[config.mk]
export PLATFORM = sky130hd
export DESIGN_NAME = cmp_period_meter
export DESIGN_NICKNAME = d
export VERILOG_FILES = /design/src/rtl/cmp_period_meter.sv
export SDC_FILE = /design/constraint.sdc
export NUM_CORES = 1
export LEC_CHECK = 0
export ABC_AREA = 1
export BUFFER_PORTS_ARGS = -buffer_cell sky130_fd_sc_hd__buf_2
export CELL_PAD_IN_SITES_DETAIL_PLACEMENT = 1
export CELL_PAD_IN_SITES_GLOBAL_PLACEMENT = 2
export CORE_ASPECT_RATIO = 0.75
export CORE_MARGIN = 8
export CORE_UTILIZATION = 36
export DETAILED_ROUTE_END_ITERATION = 7
export GPL_TIMING_DRIVEN = 1
export PLACE_DENSITY = 0.77
export SLEW_MARGIN = 20
export SYNTH_ARGS = -nofsm -noshare
export SYNTH_HDL_FRONTEND = slang
export SYNTH_SLANG_ARGS = --single-unit
[constraint.sdc]
create_clock -name clk -period 2.7 [get_ports clk]
set_input_delay 0.27 -clock clk [delete_from_list [all_inputs] [get_ports clk]]
set_output_delay 0.27 -clock clk [all_outputs]
set_load 0.05 [all_outputs]
[src/rtl/cmp_period_meter.sv]
// cmp_period_meter: measures the clk-cycle period between accepted rising edges
// of the relaxation-oscillator comparator output, optionally averaged over
// 2^n periods, and issues a fixed-width discharge pulse per accepted edge.
//
// Ports:
//   clk          system clock
//   rst          asynchronous active-high reset
//   en_i         measurement enable (0 forces IDLE, discards partial window)
//   cmp_i        asynchronous comparator output
//   avg_sel_i    averaging exponent, clamped to MAX_AVG_LOG2
//   cmp_rst_o    discharge pulse, RST_W cycles after each accepted edge
//   count_o      averaged period in clk cycles
//   count_vld_o  one-cycle strobe when count_o/ovf_o update
//   ovf_o        window contained a saturated period
module cmp_period_meter #(
    parameter int unsigned CNT_W        = 9,
    parameter int unsigned SYNC_STAGES  = 2,
    parameter int unsigned MAX_AVG_LOG2 = 3,
    parameter int unsigned BLANK        = 4,
    parameter int unsigned RST_W        = 2
) (
    input  logic                                   clk,
    input  logic                                   rst,
    input  logic                                   en_i,
    input  logic                                   cmp_i,
    input  logic [$clog2(MAX_AVG_LOG2+1)-1:0]      avg_sel_i,
    output logic                                   cmp_rst_o,
    output logic [CNT_W-1:0]                       count_o,
    output logic                                   count_vld_o,
    output logic                                   ovf_o
);

    localparam int unsigned AVG_SW = $clog2(MAX_AVG_LOG2 + 1);
    localparam int unsigned ACC_W  = CNT_W + MAX_AVG_LOG2;
    localparam int unsigned WIN_W  = MAX_AVG_LOG2 + 1;
    localparam int unsigned BLK_W  = $clog2(BLANK + 1);
    localparam int unsigned RCW    = $clog2(RST_W + 1);
    localparam logic [CNT_W-1:0] CNT_MAX = '1;

    typedef enum logic [1:0] {IDLE, ARM, MEAS} state_t;

    // Comparator synchroniser plus edge-detect delay flop
    logic [SYNC_STAGES-1:0] sync_q;
    logic                   dly_q;

    always_ff @(posedge clk or posedge rst) begin
        if (rst) begin
            sync_q <= '0;
            dly_q  <= 1'b0;
        end else begin
            sync_q <= {sync_q[SYNC_STAGES-2:0], cmp_i};
            dly_q  <= sync_q[SYNC_STAGES-1];
        end
    end

    state_t              state_q,   state_d;
    logic [CNT_W-1:0]    clk_cnt_q, clk_cnt_d;
    logic                sat_q,     sat_d;
    logic [BLK_W-1:0]    blank_q,   blank_d;
    logic [RCW-1:0]      rcnt_q,    rcnt_d;
    logic                cmp_rst_q, cmp_rst_d;
    logic [ACC_W-1:0]    acc_q,     acc_d;
    logic [WIN_W-1:0]    win_q,     win_d;
    logic                wovf_q,    wovf_d;
    logic [AVG_SW-1:0]   nlat_q,    nlat_d;
    logic [CNT_W-1:0]    count_q,   count_d;
    logic                ovf_q,     ovf_d;
    logic                vld_q,     vld_d;

    logic                raw_evt;
    logic                acc_evt;
    logic                win_last;
    logic [ACC_W-1:0]    period_sum;
    logic [AVG_SW-1:0]   sel_clamp;

    // State and datapath registers
    always_ff @(posedge clk or posedge rst) begin
        if (rst) begin
            state_q   <= IDLE;
            clk_cnt_q <= '0;
            sat_q     <= 1'b0;
            blank_q   <= '0;
            rcnt_q    <= '0;
            cmp_rst_q <= 1'b0;
            acc_q     <= '0;
            win_q     <= '0;
            wovf_q    <= 1'b0;
            nlat_q    <= '0;
            count_q   <= '0;
            ovf_q     <= 1'b0;
            vld_q     <= 1'b0;
        end else begin
            state_q   <= state_d;
            clk_cnt_q <= clk_cnt_d;
            sat_q     <= sat_d;
            blank_q   <= blank_d;
            rcnt_q    <= rcnt_d;
            cmp_rst_q <= cmp_rst_d;
            acc_q     <= acc_d;
            win_q     <= win_d;
            wovf_q    <= wovf_d;
            nlat_q    <= nlat_d;
            count_q   <= count_d;
            ovf_q     <= ovf_d;
            vld_q     <= vld_d;
        end
    end

    // Next-state and datapath logic
    always_comb begin
        state_d   = state_q;
        clk_cnt_d = clk_cnt_q;
        sat_d     = sat_q;
        blank_d   = blank_q;
        rcnt_d    = rcnt_q;
        acc_d     = acc_q;
        win_d     = win_q;
        wovf_d    = wovf_q;
        nlat_d    = nlat_q;
        count_d   = count_q;
        ovf_d     = ovf_q;
        vld_d     = 1'b0;

        raw_evt    = sync_q[SYNC_STAGES-1] & ~dly_q;
        acc_evt    = raw_evt && (blank_q == '0) && (state_q != IDLE);
        period_sum = acc_q + ACC_W'(clk_cnt_q);
        // Window closes on its 2^n-th period
        win_last   = (win_q == ((WIN_W'(1) << nlat_q) - WIN_W'(1)));
        sel_clamp  = (avg_sel_i > AVG_SW'(MAX_AVG_LOG2)) ? AVG_SW'(MAX_AVG_LOG2) : avg_sel_i;

        if (!en_i) begin
            state_d   = IDLE;
            clk_cnt_d = '0;
            sat_d     = 1'b0;
            blank_d   = '0;
            rcnt_d    = '0;
            acc_d     = '0;
            win_d     = '0;
            wovf_d    = 1'b0;
        end else begin
            case (state_q)
                IDLE: state_d = ARM;
                ARM: begin
                    if (acc_evt) begin
                        state_d = MEAS;
                        nlat_d  = sel_clamp;
                        acc_d   = '0;
                        win_d   = '0;
                        wovf_d  = 1'b0;
                    end
                end
                MEAS: begin
                    if (acc_evt) begin
                        if (win_last) begin
                            count_d = CNT_W'(period_sum >> nlat_q);
                            ovf_d   = wovf_q | sat_q;
                            vld_d   = 1'b1;
                            acc_d   = '0;
                            win_d   = '0;
                            wovf_d  = 1'b0;
                            nlat_d  = sel_clamp;
                        end else begin
                            acc_d  = period_sum;
                            win_d  = win_q + WIN_W'(1);
                            wovf_d = wovf_q | sat_q;
                        end
                    end
                end
                default: state_d = IDLE;
            endcase

            // Period counter, blanking and discharge timer run in ARM and MEAS
            if (state_q != IDLE) begin
                if (acc_evt) begin
                    clk_cnt_d = CNT_W'(1);
                    sat_d     = 1'b0;
                    blank_d   = BLK_W'(BLANK);
                    rcnt_d    = RCW'(RST_W);
                end else begin
                    // Saturation means the true period exceeded CNT_MAX
                    if (clk_cnt_q == CNT_MAX) begin
                        sat_d = 1'b1;
                    end else begin
                        clk_cnt_d = clk_cnt_q + CNT_W'(1);
                    end
                    if (blank_q != '0) begin
                        blank_d = blank_q - BLK_W'(1);
                    end
                    if (rcnt_q != '0) begin
                        rcnt_d = rcnt_q - RCW'(1);
                    end
                end
            end
        end

        cmp_rst_d = (rcnt_d != '0);
    end

    assign cmp_rst_o   = cmp_rst_q;
    assign count_o     = count_q;
    assign count_vld_o = vld_q;
    assign ovf_o       = ovf_q;

endmodule

# ---- Word-level counts from Yosys, hierarchy flattened
# Cells that the tools add are included.
dict set report word_totals {
  elab_cells 101
  register_bits 51
  out_inout_bits 12
}
dict set report classes {
  shift 2
  reduce_logical 16
  n_addsub 6
  n_bitwise 3
  muxes 43
  order_cmp 1
  eq_ne 15
}
# cell n
set op_table {}
lappend op_table {{12-bit 2-to-1 mux} 4}
lappend op_table {{9-bit 2-to-1 mux} 4}
lappend op_table {{12-bit case mux with 2 select lines} 1}
lappend op_table {{2-bit 2-to-1 mux} 10}
lappend op_table {{4-bit 2-to-1 mux} 4}
lappend op_table {{12-bit by 9-bit adder with 12-bit output} 1}
lappend op_table {{1-bit 2-to-1 mux} 12}
lappend op_table {{3-bit 2-to-1 mux} 4}
lappend op_table {{12-bit by 2-bit right shift with 9-bit output} 1}
lappend op_table {{9-bit by 1-bit adder with 9-bit output, second input constant} 1}
lappend op_table {{9-bit equality test, second input constant} 1}
lappend op_table {{3-bit by 1-bit inequality test with 1-bit output, second input constant} 3}
lappend op_table {{3-bit inequality test, second input constant} 3}
lappend op_table {{2-bit inequality test, second input constant} 4}
lappend op_table {{4-bit case mux with 2 select lines} 1}
lappend op_table {{2-bit AND reduction} 4}
lappend op_table {{2-bit nonzero test} 4}
lappend op_table {{2-bit case mux with 3 select lines} 1}
lappend op_table {{5-bit AND reduction} 1}
lappend op_table {{4-bit by 1-bit adder with 4-bit output, second input constant} 1}
lappend op_table {{4-bit equality test} 1}
lappend op_table {{2-bit case mux with 2 select lines} 1}
lappend op_table {{4-bit AND reduction} 1}
lappend op_table {{1-bit by 2-bit << shifter with 4-bit output, first input constant} 1}
lappend op_table {{16 further kinds} 17}

# ---- Logic depth before layout (Yosys ltp)
# Gate-level depths: netlist (run 1).
dict set report logic_depth {
  depth_word 8
  depth_mapped 15
  depth_no_buf 15
}

# ---- Worst setup path after synthesis (run 1)
# Ideal clock, no wire load.
dict set report synth_timing {
  path_kind {register to register}
  from {register clk_cnt_q[0]}
  to {register count_q[6] (netlist: count_o[6])}
  path_stages_with_launch 16
  path_slack_ns 0.829
  t_arrival_ns 1.753
  t_required_ns 2.582
  path_cell_list {dfrtp_1 -> ha_1 -> inv_1 -> fa_1 -> inv_1 -> nand3_1 -> nand3_1 -> nand2_1 -> nand2_1 -> nand2_1 -> nand3_1 -> nand3_1 -> nand2_1 -> inv_1 -> nand2_1 -> nand2_1}
}
dict set report synth_via {
  elab_chain_cells 2
}
# element line
set synth_lines {}
lappend synth_lines {{start: declaration} 57} ;# logic [CNT_W-1:0] clk_cnt_q, clk_cnt_d;
lappend synth_lines {{start signal: assignment} 94} ;# clk_cnt_q <= clk_cnt_d;
lappend synth_lines {{12-bit by 9-bit adder with 12-bit output} 126} ;# period_sum = acc_q + ACC_W'(clk_cnt_q);
lappend synth_lines {{12-bit by 2-bit right shift with 9-bit output} 155} ;# count_d = CNT_W'(period_sum >> nlat_q);
lappend synth_lines {{end signal: assignment} 103} ;# count_q <= count_d;
lappend synth_lines {{end: declaration} 66} ;# logic [CNT_W-1:0] count_q, count_d;
# Every way passes these cells.
# A chain may end at the register's enable or synchronous reset.

# ---- Final worst setup path (run 1)
dict set report layout_timing {
  from {register clk_cnt_q[0]}
  to {register count_q[7] (netlist: count_o[7])}
}
# The elaborated chain is that of the path after synthesis.

==> out/qor.tcl, run 1 <==
set qor(placement_rows) 29
set qor(path_class) {register to register}
set qor(wl_met1_um) 4850
set qor(post_route_cells_drive_above_1_share_pct) 12.0
set qor(r2r_cells) 13
set qor(cap_violations) 0
set qor(number_of_global_route_vias_before_repair) 2972
set qor(timing_max_transition_violations_final) 0
set qor(syn_area_per_cell_um2) 7.58
set qor(p_leak_uw) 0.00185
set qor(diodes) 0
set qor(p_sw_share_pct) 35.3
set qor(worst_skew_pair.late_latency_ns) 0.29
set qor(flow.area_growth_from_synthesis_pct) 12.4
set qor(worstSetupEndpointType) {register}
set qor(clock-sinks) 51
set qor(num-fill-cells) 1064
set qor(synth.yosys.seq_area_share_pct) 40.8
set qor(port_buffers) 17
set qor(unrepaired_setup_endpoints_after_global_routing) {no}
set qor(gp_congestion) 0.776
set qor(final-setup-viol-count) 0
set qor(power.density_cell_area_nw_per_um2) 653
set qor(met2_wirelength_um) 3750
set qor(synth_top_cell_by_area) {sky130_fd_sc_hd__dfrtp_1}
set qor(cts_max_path_buffers) 2
set qor(timing.hold.worst.class) {input pin to register}
set qor(starting_density_pct) 37.0
set qor(avgRoutedWirePerCell_um) 16.6
set qor(grt_use_total_pct) 16.1
set qor(p_switching_uw) 811
set qor(cp_required_ns) 2.88
set qor(seq_power_share_pct) 40.3
set qor(top_level_pins) 18
set qor(postSynthNetCount) 434
set qor(final.min_clock_period_ns) 2.19
set qor(post_synth_inst_count) 413
set qor(dieHeight_um) 96.7
set qor(drc) 0
set qor(maxUsedRoutingLayer) {met4}
set qor(detailedPlacementHpwl_um) 6950
set qor(grt_overflow) 0
set qor(timing.slew.headroom_pct) 69.6
set qor(worstHoldStart) {cmp_i}
set qor(vias) 2756
set qor(vias_per_cell) 5.08
set qor(timing.critical_path.fanout_max) 5
set qor(worst_setup_hold_path_clk_slew_ns) 0.07
set qor(achievable-frequency_ghz) 0.456
set qor(max_slew.worst_pin.slew_ns) 0.455
set qor(worst_ir_drop_vdd_mv) 0.370
set qor(route.final.wire_length_um) 8990
set qor(grt_max_degree) 32
set qor(yosys.cell_types.count) 38
set qor(number_of_antenna_violating_nets_in_the_routed_design) 0
set qor(regToRegStartpoint) {clk_cnt_q[0]}
set qor(whs_path_depth) 1
set qor(cts_made_buffers) 5
set qor(syn-cell-area_um2) 3130
set qor(die-area_um2) 12000
set qor(crit_arrival_ns) 2.38
set qor(register_area_um2) 1280
set qor(multiInputGateArea_um2) 1590
set qor(ys.warnings.count) 0
set qor(hold_violations) 0
set qor(synth_top_area_share_pct) 40.8
set qor(cts_tree) {yes}
set qor(grt_pass1_wl_um) 15500
set qor(setup_tns_ns) 0
set qor(fp.coreArea_um2) 8450
set qor(chipWidth_um) 124
set qor(status) {completed}
set qor(met3_wirelength_um) 350
set qor(final_net_count) 455
set qor(yosys_register_bits) 51
set qor(overall_power_uw) 2300
set qor(postCtsSetupBuffers) 0
set qor(crit_path_start_kind) {register}
set qor(detail_route.iter0.violations) 130
set qor(internal_power_uw) 1490
set qor(power.combinational.fraction_pct) 26.6
set qor(synth_area_leaders) {sky130_fd_sc_hd__dfrtp_1, sky130_fd_sc_hd__nand2_1, sky130_fd_sc_hd__nand3_1}
set qor(power.clock.fraction_pct) 33.1
set qor(dr.pass1.iters) 4
set qor(fin_crit_sh_pct) 81.2
set qor(cts_root_buf) {sky130_fd_sc_hd__clkbuf_16}
set qor(layout_skew_ns) 0.00558
set qor(htree_num_levels) 2
set qor(timing.critical_path.from) {clk_cnt_q[0]}
set qor(number_of_antenna_violations_at_the_first_check_in_global_routing) 0
## cell families (layout without fill, tap and decap cells)
group,Yosys count,in the layout,synth area share (%)
buffers and inverters,65,87,8.44
adder cells (fa/ha/maj),15,15,6.24
AND/OR/NAND/NOR,218,218,31.9
AO/OA/AOI/OAI,57,57,10.7
flip-flops,51,51,40.8
XOR/XNOR,7,7,1.96
## sequential cells by signal, indices dropped and copies added (netlist names), 2 cells and up
register,flops
nlat_q,2
acc_q,12
blank_q,3
sync_q,2
clk_cnt_q,9
count_o,9
win_q,4
state_q,2
rcnt_q,2
## cells in the final DEF (no fill, tap or decap), types with 4 or more instances in the layout
master                      netlist  routed
sky130_fd_sc_hd__buf_2            1      17
sky130_fd_sc_hd__ha_1            14      14
sky130_fd_sc_hd__inv_2            6       7
sky130_fd_sc_hd__inv_1           51      50
sky130_fd_sc_hd__o22ai_1          4       4
sky130_fd_sc_hd__nand3b_1         4       4
sky130_fd_sc_hd__o211ai_1         4       4
sky130_fd_sc_hd__o21ai_0         21      21
sky130_fd_sc_hd__nor2_1          29      29
sky130_fd_sc_hd__nand2_2          4       4
sky130_fd_sc_hd__xor2_1           7       7
sky130_fd_sc_hd__clkbuf_16        0       5
sky130_fd_sc_hd__a22o_1           5       5
sky130_fd_sc_hd__dfrtp_1         51      51
sky130_fd_sc_hd__nand2_1        117     117
sky130_fd_sc_hd__nand4_1          4       4
sky130_fd_sc_hd__a21oi_1         15      15
sky130_fd_sc_hd__nand3_1         43      43
## per-layer routing
layer / vias to the layer above / track usage, %
li1: 1383 / -
met5: - / 0
met4: 0 / 2.22
met1: 1329 / 24.4
met3: 5 / 2.67
met2: 39 / 23.5
## final timing paths
path,endpoint,slack [ns]
min reg2reg,sync_q[1],0.36
max,count_o[7],0.51
min,sync_q[0],0.08
max reg2reg,count_o[7],0.51
min in group asynchronous,sync_q[1],0.54
max in group asynchronous,blank_q[1],1.63
## Yosys cell counts
| master | count |
|---|---|
| sky130_fd_sc_hd__o21ai_0 | 21 |
| sky130_fd_sc_hd__nor3_1 | 3 |
| sky130_fd_sc_hd__dfrtp_1 | 51 |
| sky130_fd_sc_hd__buf_6 | 2 |
| sky130_fd_sc_hd__a21oi_2 | 1 |
| sky130_fd_sc_hd__inv_4 | 1 |
| sky130_fd_sc_hd__nor2_4 | 1 |
| sky130_fd_sc_hd__clkinv_2 | 1 |
| sky130_fd_sc_hd__o22ai_1 | 4 |
| sky130_fd_sc_hd__nand4_1 | 4 |
| sky130_fd_sc_hd__and3_1 | 1 |
| sky130_fd_sc_hd__inv_1 | 51 |
| sky130_fd_sc_hd__o21a_1 | 3 |
| sky130_fd_sc_hd__buf_2 | 1 |
| sky130_fd_sc_hd__ha_1 | 14 |
| sky130_fd_sc_hd__nand2_1 | 117 |
| sky130_fd_sc_hd__a21boi_0 | 1 |
| sky130_fd_sc_hd__nand2_2 | 4 |
| sky130_fd_sc_hd__o21ai_1 | 2 |
| sky130_fd_sc_hd__nand3_1 | 43 |
| sky130_fd_sc_hd__xor2_1 | 7 |
| sky130_fd_sc_hd__nor2_1 | 29 |
| sky130_fd_sc_hd__nand2_4 | 3 |
| sky130_fd_sc_hd__nor2_2 | 2 |
| sky130_fd_sc_hd__clkinv_1 | 1 |
| sky130_fd_sc_hd__a21oi_1 | 15 |
| sky130_fd_sc_hd__nor3_4 | 2 |
| sky130_fd_sc_hd__inv_2 | 6 |
| sky130_fd_sc_hd__nand3_2 | 2 |
| sky130_fd_sc_hd__nand3b_1 | 4 |
| sky130_fd_sc_hd__clkbuf_1 | 2 |
| sky130_fd_sc_hd__o31ai_1 | 1 |
| sky130_fd_sc_hd__nor3_2 | 1 |
| sky130_fd_sc_hd__nor4_1 | 1 |
| sky130_fd_sc_hd__a22o_1 | 5 |
| sky130_fd_sc_hd__fa_1 | 1 |
| sky130_fd_sc_hd__o211ai_1 | 4 |
| sky130_fd_sc_hd__or2_2 | 1 |
## worst max-delay path: stages (launching register included)
cell and delay [ns]:
sky130_fd_sc_hd__dfrtp_1 0.43, sky130_fd_sc_hd__ha_1 0.23, sky130_fd_sc_hd__inv_1 0.06, sky130_fd_sc_hd__fa_1 0.40, sky130_fd_sc_hd__inv_1 0.10, sky130_fd_sc_hd__nand3_1 0.09
sky130_fd_sc_hd__nand3_1 0.12, sky130_fd_sc_hd__nand2_1 0.08, sky130_fd_sc_hd__nand3_1 0.13, sky130_fd_sc_hd__nand3_1 0.11, sky130_fd_sc_hd__nand3_1 0.10, sky130_fd_sc_hd__nand3_1 0.10
sky130_fd_sc_hd__nand2_1 0.08, sky130_fd_sc_hd__nand2_1 0.04
## what timing repair did
item                                   in CTS  in global routing
endpoints found under the hold margin      20                  0
gates resized for setup                     0                  0
hold buffers                                1                  0
## stage by stage
stage	instances	util (%)	worst slack, ns	hold WS, ns	area (µm²)
finish	543	41.6	0.506	0.0808	3520
global route	543	41.6	0.236	0.0788	3520
CTS	543	41.6	0.471	0.0766	3520
detailed placement	534	39.4	0.488	0.308	3330
global placement	534	39.4	0.505	0.306	3330
floorplan	413	-	0.829	0.301	3130
## power groups by stage
stage | sequential [µW] | combinational, µW | clock (µW)
after detailed placement | 937 | 609 | 0
after global placement | 935 | 603 | 0
after floorplan | 899 | 506 | 0
after CTS | 926 | 622 | 777
after global routing | 944 | 708 | 806
final | 926 | 611 | 761
## area by class of cell
class | instances | share of cell area [%]
Sequential cell | 51 | 36.3
Clock inverter | 2 | 0.996
Timing Repair Buffer | 19 | 3.27
Multi-Input combinational cell | 297 | 45.2
Clock buffer | 6 | 3.95
Inverter | 60 | 6.51
Tap cell | 108 | 3.84
No activity file was read; power rests on OpenSTA's default activity.
==> run 2: changes to the inputs <==
--- a/config.mk
+++ b/config.mk
@@ -11,10 +11,10 @@
 export CELL_PAD_IN_SITES_GLOBAL_PLACEMENT = 2
 export CORE_ASPECT_RATIO = 0.75
 export CORE_MARGIN = 8
-export CORE_UTILIZATION = 36
+export CORE_UTILIZATION = 32
 export DETAILED_ROUTE_END_ITERATION = 7
 export GPL_TIMING_DRIVEN = 1
-export PLACE_DENSITY = 0.77
+export PLACE_DENSITY = 0.72
 export SLEW_MARGIN = 20
 export SYNTH_ARGS = -nofsm -noshare
 export SYNTH_HDL_FRONTEND = slang
==> constraint.sdc (replaced) <==
create_clock -name clk -period 2 [get_ports clk]
set_input_delay 0.2 -clock clk [delete_from_list [all_inputs] [get_ports clk]]
set_output_delay 0.2 -clock clk [all_outputs]
set_load 0.05 [all_outputs]
==> out/qor.tcl, run 2 (same netlist as run 1, synthesis figures left out) <==
set qor(timing.critical_path.fanout_max) 4 ;# was 5
set qor(overall_power_uw) 3230 ;# was 2300 µW
set qor(dr.pass1.iters) 4 ;# unchanged
set qor(final-setup-viol-count) 0 ;# unchanged
set qor(worst_skew_pair.late_latency_ns) 0.29 ;# about the same
set qor(layout_skew_ns) 0.00901 ;# was 0.00558 ns
set qor(p_leak_uw) 0.00199 ;# was 0.00185 µW
set qor(cts_made_buffers) 5 ;# unchanged
set qor(fp.coreArea_um2) 9580 ;# was 8450 µm²
set qor(worst_ir_drop_vdd_mv) 0.328 ;# was 0.370 mV
set qor(worstSetupEndpointType) {register} ;# unchanged
set qor(postLayoutCellArea_um2) 3960 ;# was 3520 µm²
set qor(layout.cells.most_common_list) {sky130_fd_sc_hd__nand2_1, sky130_fd_sc_hd__inv_1, sky130_fd_sc_hd__dfrtp_1} ;# was sky130_fd_sc_hd__nand2_1, sky130_fd_sc_hd__dfrtp_1, sky130_fd_sc_hd__inv_1
set qor(clock-sinks) 51 ;# unchanged
set qor(grt_use_total_pct) 15.3 ;# was 16.1%
set qor(timing.slew.headroom_pct) 54.1 ;# was 69.6%
set qor(crit_path_start_kind) {register} ;# unchanged
set qor(post_dp_cell_area_um2) 3540 ;# was 3330 µm²
set qor(diodes) 0 ;# unchanged
set qor(fin_crit_sh_pct) 96.3 ;# was 81.2%
set qor(path_class) {register to register} ;# unchanged
set qor(top_level_pins) 18 ;# unchanged
set qor(timing.hold.worst.class) {input pin to register} ;# unchanged
set qor(post_route_cells_drive_above_1_share_pct) 25.6 ;# was 12.0%
set qor(p_sw_share_pct) 35.1 ;# was 35.3%
set qor(number_of_antenna_violations_at_the_first_check_in_global_routing) 0 ;# unchanged
set qor(hold_violations) 0 ;# unchanged
set qor(numPlacedInstances) 582 ;# was 534
set qor(timing.final.ws_setup_ns) 0.0732 ;# was 0.506 ns
set qor(drc) 0 ;# unchanged
set qor(cap_violations) 0 ;# unchanged
set qor(starting_density_pct) 32.7 ;# was 37.0%
set qor(largest_register_ff_count) 12 ;# unchanged
set qor(grt_overflow) 0 ;# unchanged
set qor(placement_rows) 31 ;# was 29
set qor(final_net_count) 485 ;# was 455
set qor(chipWidth_um) 130 ;# was 124 µm
set qor(detail_route.iter0.violations) 92 ;# was 130
set qor(cts_max_path_buffers) 2 ;# unchanged
set qor(flow.area_growth_from_synthesis_pct) 26.4 ;# was 12.4%
set qor(port_buffers) 17 ;# unchanged
set qor(vias) 2825 ;# was 2756
set qor(status) {completed} ;# unchanged
set qor(power.combinational.fraction_pct) 31.5 ;# was 26.6%
set qor(vias_per_cell) 4.73 ;# was 5.08
set qor(detailedPlacementHpwl_um) 7220 ;# was 6950 µm
set qor(power.density_cell_area_nw_per_um2) 817 ;# was 653 nW/µm²
set qor(max_slew.worst_pin.slew_ns) 0.689 ;# was 0.455 ns
set qor(gp_congestion) 0.790 ;# was 0.776
set qor(route.final.wire_length_um) 9370 ;# was 8990 µm
set qor(avgRoutedWirePerCell_um) 15.7 ;# was 16.6 µm
set qor(p_switching_uw) 1140 ;# was 811 µW
set qor(final.min_clock_period_ns) 1.93 ;# was 2.19 ns
set qor(grt_max_degree) 52 ;# was 32
set qor(cts_tree) {yes} ;# unchanged
set qor(unrepaired_setup_endpoints_after_global_routing) {yes} ;# was no
set qor(htree_num_levels) 2 ;# unchanged
set qor(die-area_um2) 13200 ;# was 12000 µm²
set qor(number_of_global_route_vias_before_repair) 3063 ;# was 2972
set qor(layout_commonest_cell) {sky130_fd_sc_hd__nand2_1} ;# unchanged
set qor(regMostFlops) {acc_q} ;# unchanged
set qor(hold_ws_ns) 0.00724 ;# was 0.0808 ns
set qor(timing_max_transition_violations_final) 0 ;# unchanged
set qor(grt_pass1_wl_um) 15900 ;# was 15500 µm
set qor(dieHeight_um) 102 ;# was 96.7 µm
set qor(internal_power_uw) 2100 ;# was 1490 µW
set qor(worst_setup_hold_path_clk_slew_ns) 0.07 ;# about the same
set qor(power.clock.fraction_pct) 31.1 ;# was 33.1%
set qor(preCtsSetupSlack_ns) -0.0523 ;# was 0.488 ns
set qor(seq_power_share_pct) 37.5 ;# was 40.3%
set qor(achievable-frequency_ghz) 0.519 ;# was 0.456 GHz
set qor(final-instance-count-excl-fill) 597 ;# was 543
set qor(cp_required_ns) 2.24 ;# was 2.88 ns
set qor(crit_arrival_ns) 2.17 ;# was 2.38 ns
set qor(number_of_antenna_violating_nets_in_the_routed_design) 0 ;# unchanged
set qor(cts_root_buf) {sky130_fd_sc_hd__clkbuf_16} ;# unchanged
run 2: cell types whose count changed in the layout (fill, tap and decap cells not counted), moves of 5 or more:
cell and change:
sky130_fd_sc_hd__ha_4 +7, sky130_fd_sc_hd__dfrtp_2 +5, sky130_fd_sc_hd__buf_4 +31, sky130_fd_sc_hd__ha_1 -9
sky130_fd_sc_hd__dfrtp_1 -5, sky130_fd_sc_hd__nand3_2 +10, sky130_fd_sc_hd__nand3_1 -10
run 2: through the flow:
| stage | utilization (%) | setup TNS, ns |
|---|---|---|
| floorplan | - | 0 |
| global placement | 37.0 | 0 |
| detailed placement | 37.0 | -0.0523 |
| CTS | 39.0 | 0 |
| global route | 41.3 | -0.120 |
| finish | 41.3 | 0 |
run 2: per-layer routing:
metal | routed length (µm) | global-route usage (%)
met5 | 0 | 0
met4 | 38 | 2.58
met3 | 230 | 2.79
met2 | 3980 | 22.6
met1 | 5120 | 22.7
run 2: path summary, 6_finish.rpt:
check / start / to / slack (ns) / depth (start not counted)
setup / recovery: clk_cnt_q[1] / count_o[1] / 0.07 / 8
hold / removal: cmp_i / sync_q[0] / 0.007 / 1
setup reg to reg: clk_cnt_q[1] / count_o[1] / 0.07 / 8
hold reg to reg: sync_q[0] / sync_q[1] / 0.36 / 0
max in group asynchronous: rst / clk_cnt_q[2] / 1.41 / 3
min in group asynchronous: rst / rcnt_q[1] / 0.08 / 3
run 2: area by class of cell:
type                       count  area (µm²)
clock inverter                 3        46.3
multi-input combinational    297        1770
fill                        1202        5620
inverter                      60         230
clock buffer                   5         125
tap                          132         165
timing repair buffer          49         338
sequential                    51        1280
run 2: power groups by stage:
stage / clock, µW / combinational, µW / sequential [µW]
6_report: 1000 / 1020 / 1210
5_1_grt: 1070 / 1160 / 1230
4_1_cts: 1040 / 973 / 1210
3_5_place_dp: 0 / 955 / 1230
3_3_place_gp: 0 / 947 / 1220
2_1_floorplan: 0 / 683 / 1210
run 2: what timing repair did:
item | in CTS | in global routing
hold buffers | 0 | 0
buffers inserted | 0 | 7
cloned | 0 | 0
hold endpoints to repair | 0 | 0
setup endpoints to repair | 2 | 22
pin swaps | 0 | 5
resized for setup | 3 | 38
run 2: critical path: stages (launching register included):
cell and delay, ns:
sky130_fd_sc_hd__dfrtp_1 0.42, sky130_fd_sc_hd__ha_1 0.31, sky130_fd_sc_hd__nand3_1 0.10, sky130_fd_sc_hd__nand3_2 0.08, sky130_fd_sc_hd__xor2_1 0.41, sky130_fd_sc_hd__o21ai_0 0.25, sky130_fd_sc_hd__nor2_1 0.15, sky130_fd_sc_hd__o21ai_0 0.09
sky130_fd_sc_hd__nand2_1 0.06
==> run 3: changes to the inputs <==
--- a/config.mk
+++ b/config.mk
@@ -11,10 +11,11 @@
 export CELL_PAD_IN_SITES_GLOBAL_PLACEMENT = 2
 export CORE_ASPECT_RATIO = 0.75
 export CORE_MARGIN = 8
-export CORE_UTILIZATION = 32
+export CORE_UTILIZATION = 36
 export DETAILED_ROUTE_END_ITERATION = 7
 export GPL_TIMING_DRIVEN = 1
-export PLACE_DENSITY = 0.72
+export PLACE_DENSITY = 0.77
+export SKIP_CTS_REPAIR_TIMING = 1
 export SLEW_MARGIN = 20
 export SYNTH_ARGS = -nofsm -noshare
 export SYNTH_HDL_FRONTEND = slang
==> constraint.sdc (replaced) <==
create_clock -name clk -period 2.1 [get_ports clk]
set_input_delay 0.21 -clock clk [delete_from_list [all_inputs] [get_ports clk]]
set_output_delay 0.21 -clock clk [all_outputs]
set_load 0.05 [all_outputs]
==> out/qor.tcl, run 3 (same netlist as run 1, synthesis figures left out) <==
set qor(status) {finished, violations left} ;# was completed
set qor(failed_checks) {negative hold slack}
set qor(gp_congestion) 0.792 ;# was 0.790
set qor(final_net_count) 469 ;# was 485
set qor(diodes) 0 ;# unchanged
set qor(vias_per_cell) 4.93 ;# was 4.73
set qor(detail_route.iter0.violations) 135 ;# was 92
set qor(timing.hold.worst.class) {input pin to async pin} ;# was input pin to register
set qor(fp.coreArea_um2) 8450 ;# was 9580 µm²
set qor(timing.critical_path.slowest_stage_cell) {sky130_fd_sc_hd__dfrtp_1} ;# unchanged
set qor(detailedPlacementHpwl_um) 7130 ;# was 7220 µm
set qor(top_level_pins) 18 ;# unchanged
set qor(timing_max_transition_violations_final) 0 ;# unchanged
set qor(achievable-frequency_ghz) 0.502 ;# was 0.519 GHz
set qor(flow.area_growth_from_synthesis_pct) 19.0 ;# was 26.4%
set qor(regToRegStartpoint) {clk_cnt_q[2]} ;# was clk_cnt_q[1]
set qor(layout_commonest_cell) {sky130_fd_sc_hd__nand2_1} ;# unchanged
set qor(largest_register_ff_count) 12 ;# unchanged
set qor(cts_made_buffers) 5 ;# unchanged
set qor(worst_setup_hold_path_clk_slew_ns) 0.07 ;# about the same
set qor(cts_max_path_buffers) 2 ;# unchanged
set qor(most_prevalent_standard_cell_on_the_critical_path) {sky130_fd_sc_hd__nand2_1} ;# was sky130_fd_sc_hd__o21ai_0
set qor(timing.slew.headroom_pct) 60.0 ;# was 54.1%
set qor(worst_skew_pair.late_latency_ns) 0.29 ;# about the same
set qor(register_area_um2) 1280 ;# about the same
set qor(multiInputGateArea_um2) 1700 ;# was 1770 µm²
set qor(setup_tns_ns) 0 ;# unchanged
set qor(placement_rows) 29 ;# was 31
set qor(cts_tree) {yes} ;# unchanged
set qor(max_slew.worst_pin.slew_ns) 0.599 ;# was 0.689 ns
set qor(hold_violations) 24 ;# was 0
set qor(grt_pass1_wl_um) 15300 ;# was 15900 µm
set qor(fin_crit_sh_pct) 94.8 ;# was 96.3%
set qor(number_of_global_route_vias_before_repair) 2923 ;# was 3063
set qor(rrSetupSlack_ns) 0.11 ;# was 0.07 ns
set qor(route.final.wire_length_um) 9150 ;# was 9370 µm
set qor(cp_slowest_stage_delay_ns) 0.43 ;# was 0.42 ns
set qor(starting_density_pct) 37.0 ;# was 32.7%
set qor(layout.cells.most_common_list) {sky130_fd_sc_hd__nand2_1, sky130_fd_sc_hd__dfrtp_1, sky130_fd_sc_hd__inv_1} ;# was sky130_fd_sc_hd__nand2_1, sky130_fd_sc_hd__inv_1, sky130_fd_sc_hd__dfrtp_1
set qor(worst_r2r_end) {count_o[2]} ;# was count_o[1]
set qor(hold_ws_ns) -0.0173 ;# was 0.00724 ns
set qor(clock-sinks) 51 ;# unchanged
set qor(post_route_cells_drive_above_1_share_pct) 18.9 ;# was 25.6%
set qor(dieHeight_um) 96.7 ;# was 102 µm
set qor(port_buffers) 17 ;# unchanged
set qor(cp_required_ns) 2.33 ;# was 2.24 ns
set qor(num-fill-cells) 1077 ;# was 1202
set qor(r2r_cells) 8 ;# unchanged
set qor(chipWidth_um) 124 ;# was 130 µm
set qor(final-setup-viol-count) 0 ;# unchanged
set qor(regMostFlops) {acc_q} ;# unchanged
set qor(worstSetupEndpointType) {register} ;# unchanged
set qor(worst_ir_drop_vdd_mv) 0.693 ;# was 0.328 mV
set qor(number_of_antenna_violations_at_the_first_check_in_global_routing) 0 ;# unchanged
set qor(power.density_cell_area_nw_per_um2) 796 ;# was 817 nW/µm²
set qor(path_cells) {ha_2 -> nand2_1 -> nand3_2 -> xor2_1 -> nand2_1 -> o21ai_0 -> o211ai_1 -> nand2_1} ;# was ha_1 -> nand3_1 -> nand3_2 -> xor2_1 -> o21ai_0 -> nor2_1 -> o21ai_0 -> nand2_1
set qor(grt_max_degree) 28 ;# was 52
set qor(htree_num_levels) 2 ;# unchanged
set qor(numPlacedInstances) 546 ;# was 582
set qor(grt_overflow) 0 ;# unchanged
set qor(drc) 0 ;# unchanged
set qor(final-instance-count-excl-fill) 557 ;# was 597
set qor(number_of_antenna_violating_nets_in_the_routed_design) 0 ;# unchanged
set qor(timing.critical_path.fanout_max) 6 ;# was 4
set qor(cap_violations) 0 ;# unchanged
set qor(cts_root_buf) {sky130_fd_sc_hd__clkbuf_16} ;# unchanged
set qor(layout_skew_ns) 0.00860 ;# was 0.00901 ns
set qor(path_class) {register to register} ;# unchanged
set qor(dr.pass1.iters) 4 ;# unchanged
set qor(avgRoutedWirePerCell_um) 16.4 ;# was 15.7 µm
set qor(final.min_clock_period_ns) 1.99 ;# was 1.93 ns
set qor(vias) 2745 ;# was 2825
set qor(grt_use_total_pct) 16.0 ;# was 15.3%
set qor(crit_arrival_ns) 2.22 ;# was 2.17 ns
set qor(p_leak_uw) 0.00190 ;# was 0.00199 µW
set qor(crit_path_start_kind) {register} ;# unchanged
set qor(die-area_um2) 12000 ;# was 13200 µm²
set qor(unrepaired_setup_endpoints_after_global_routing) {no} ;# was yes
[run 3: cell types whose count changed in the layout (fill, tap and decap cells not counted), sizes merged]
cell and delta:
bufinv -1, buf -16, clkbuf +3, inv -1
clkinvlp -1
[run 3: final cells by class]
class | count | area share (%)
well taps | 108 | 3.63
repair buffers | 33 | 6.18
clock buffers | 8 | 4.20
multi-input cells | 297 | 45.5
inverters | 60 | 6.18
flip-flops and latches | 51 | 34.3
[run 3: power by group]
group / internal [µW] / total, µW / switching (µW)
clock: 509 / 878 / 369
sequential: 1070 / 1170 / 98.2
combinational: 332 / 922 / 590
[run 3: per-stage QoR]
| stage | total power (µW) | util (%) | instance area (µm²) | setup WS [ns] |
|---|---|---|---|---|
| floorplan | 1810 | - | 3130 | 0.229 |
| global placement | 2040 | 40.5 | 3420 | 0.00418 |
| detailed placement | 2070 | 40.5 | 3420 | -0.0163 |
| CTS | 2960 | 42.4 | 3580 | -0.0379 |
| global route | 3150 | 44.1 | 3720 | 0.00166 |
| finish | 2970 | 44.1 | 3720 | 0.109 |
[run 3: worst max-delay path: cells and delay by family, from the launching register on]
| kind | cells | cell delay (ns) |
|---|---|---|
| AOI/OAI and AO/OA | 2 | 0.30 |
| xor gates and xnor gates | 1 | 0.39 |
| adders and majority gates | 1 | 0.42 |
| DFF | 1 | 0.43 |
| and+or+nand+nor | 4 | 0.40 |
[run 3: how the worst max path moves through the flow]
| stage | start | to | cells after the start |
|---|---|---|---|
| floorplan | clk_cnt_q[0] | count_o[6] | 15 |
| global placement | clk_cnt_q[2] | count_o[1] | 8 |
| detailed placement | clk_cnt_q[2] | count_o[1] | 8 |
| CTS | clk_cnt_q[2] | count_o[1] | 8 |
| global route | clk_cnt_q[2] | count_o[2] | 8 |
| finish | clk_cnt_q[2] | count_o[2] | 8 |
[run 3: layer usage]
metal  global-route usage, %  share of wire, %  up-vias
met1                    24.3                55     1315
met3                    3.19               2.6        2
li1                        -                 -     1404
met5                       0                 0        -
met2                    22.9                42       24
met4                    2.22              0.38        0
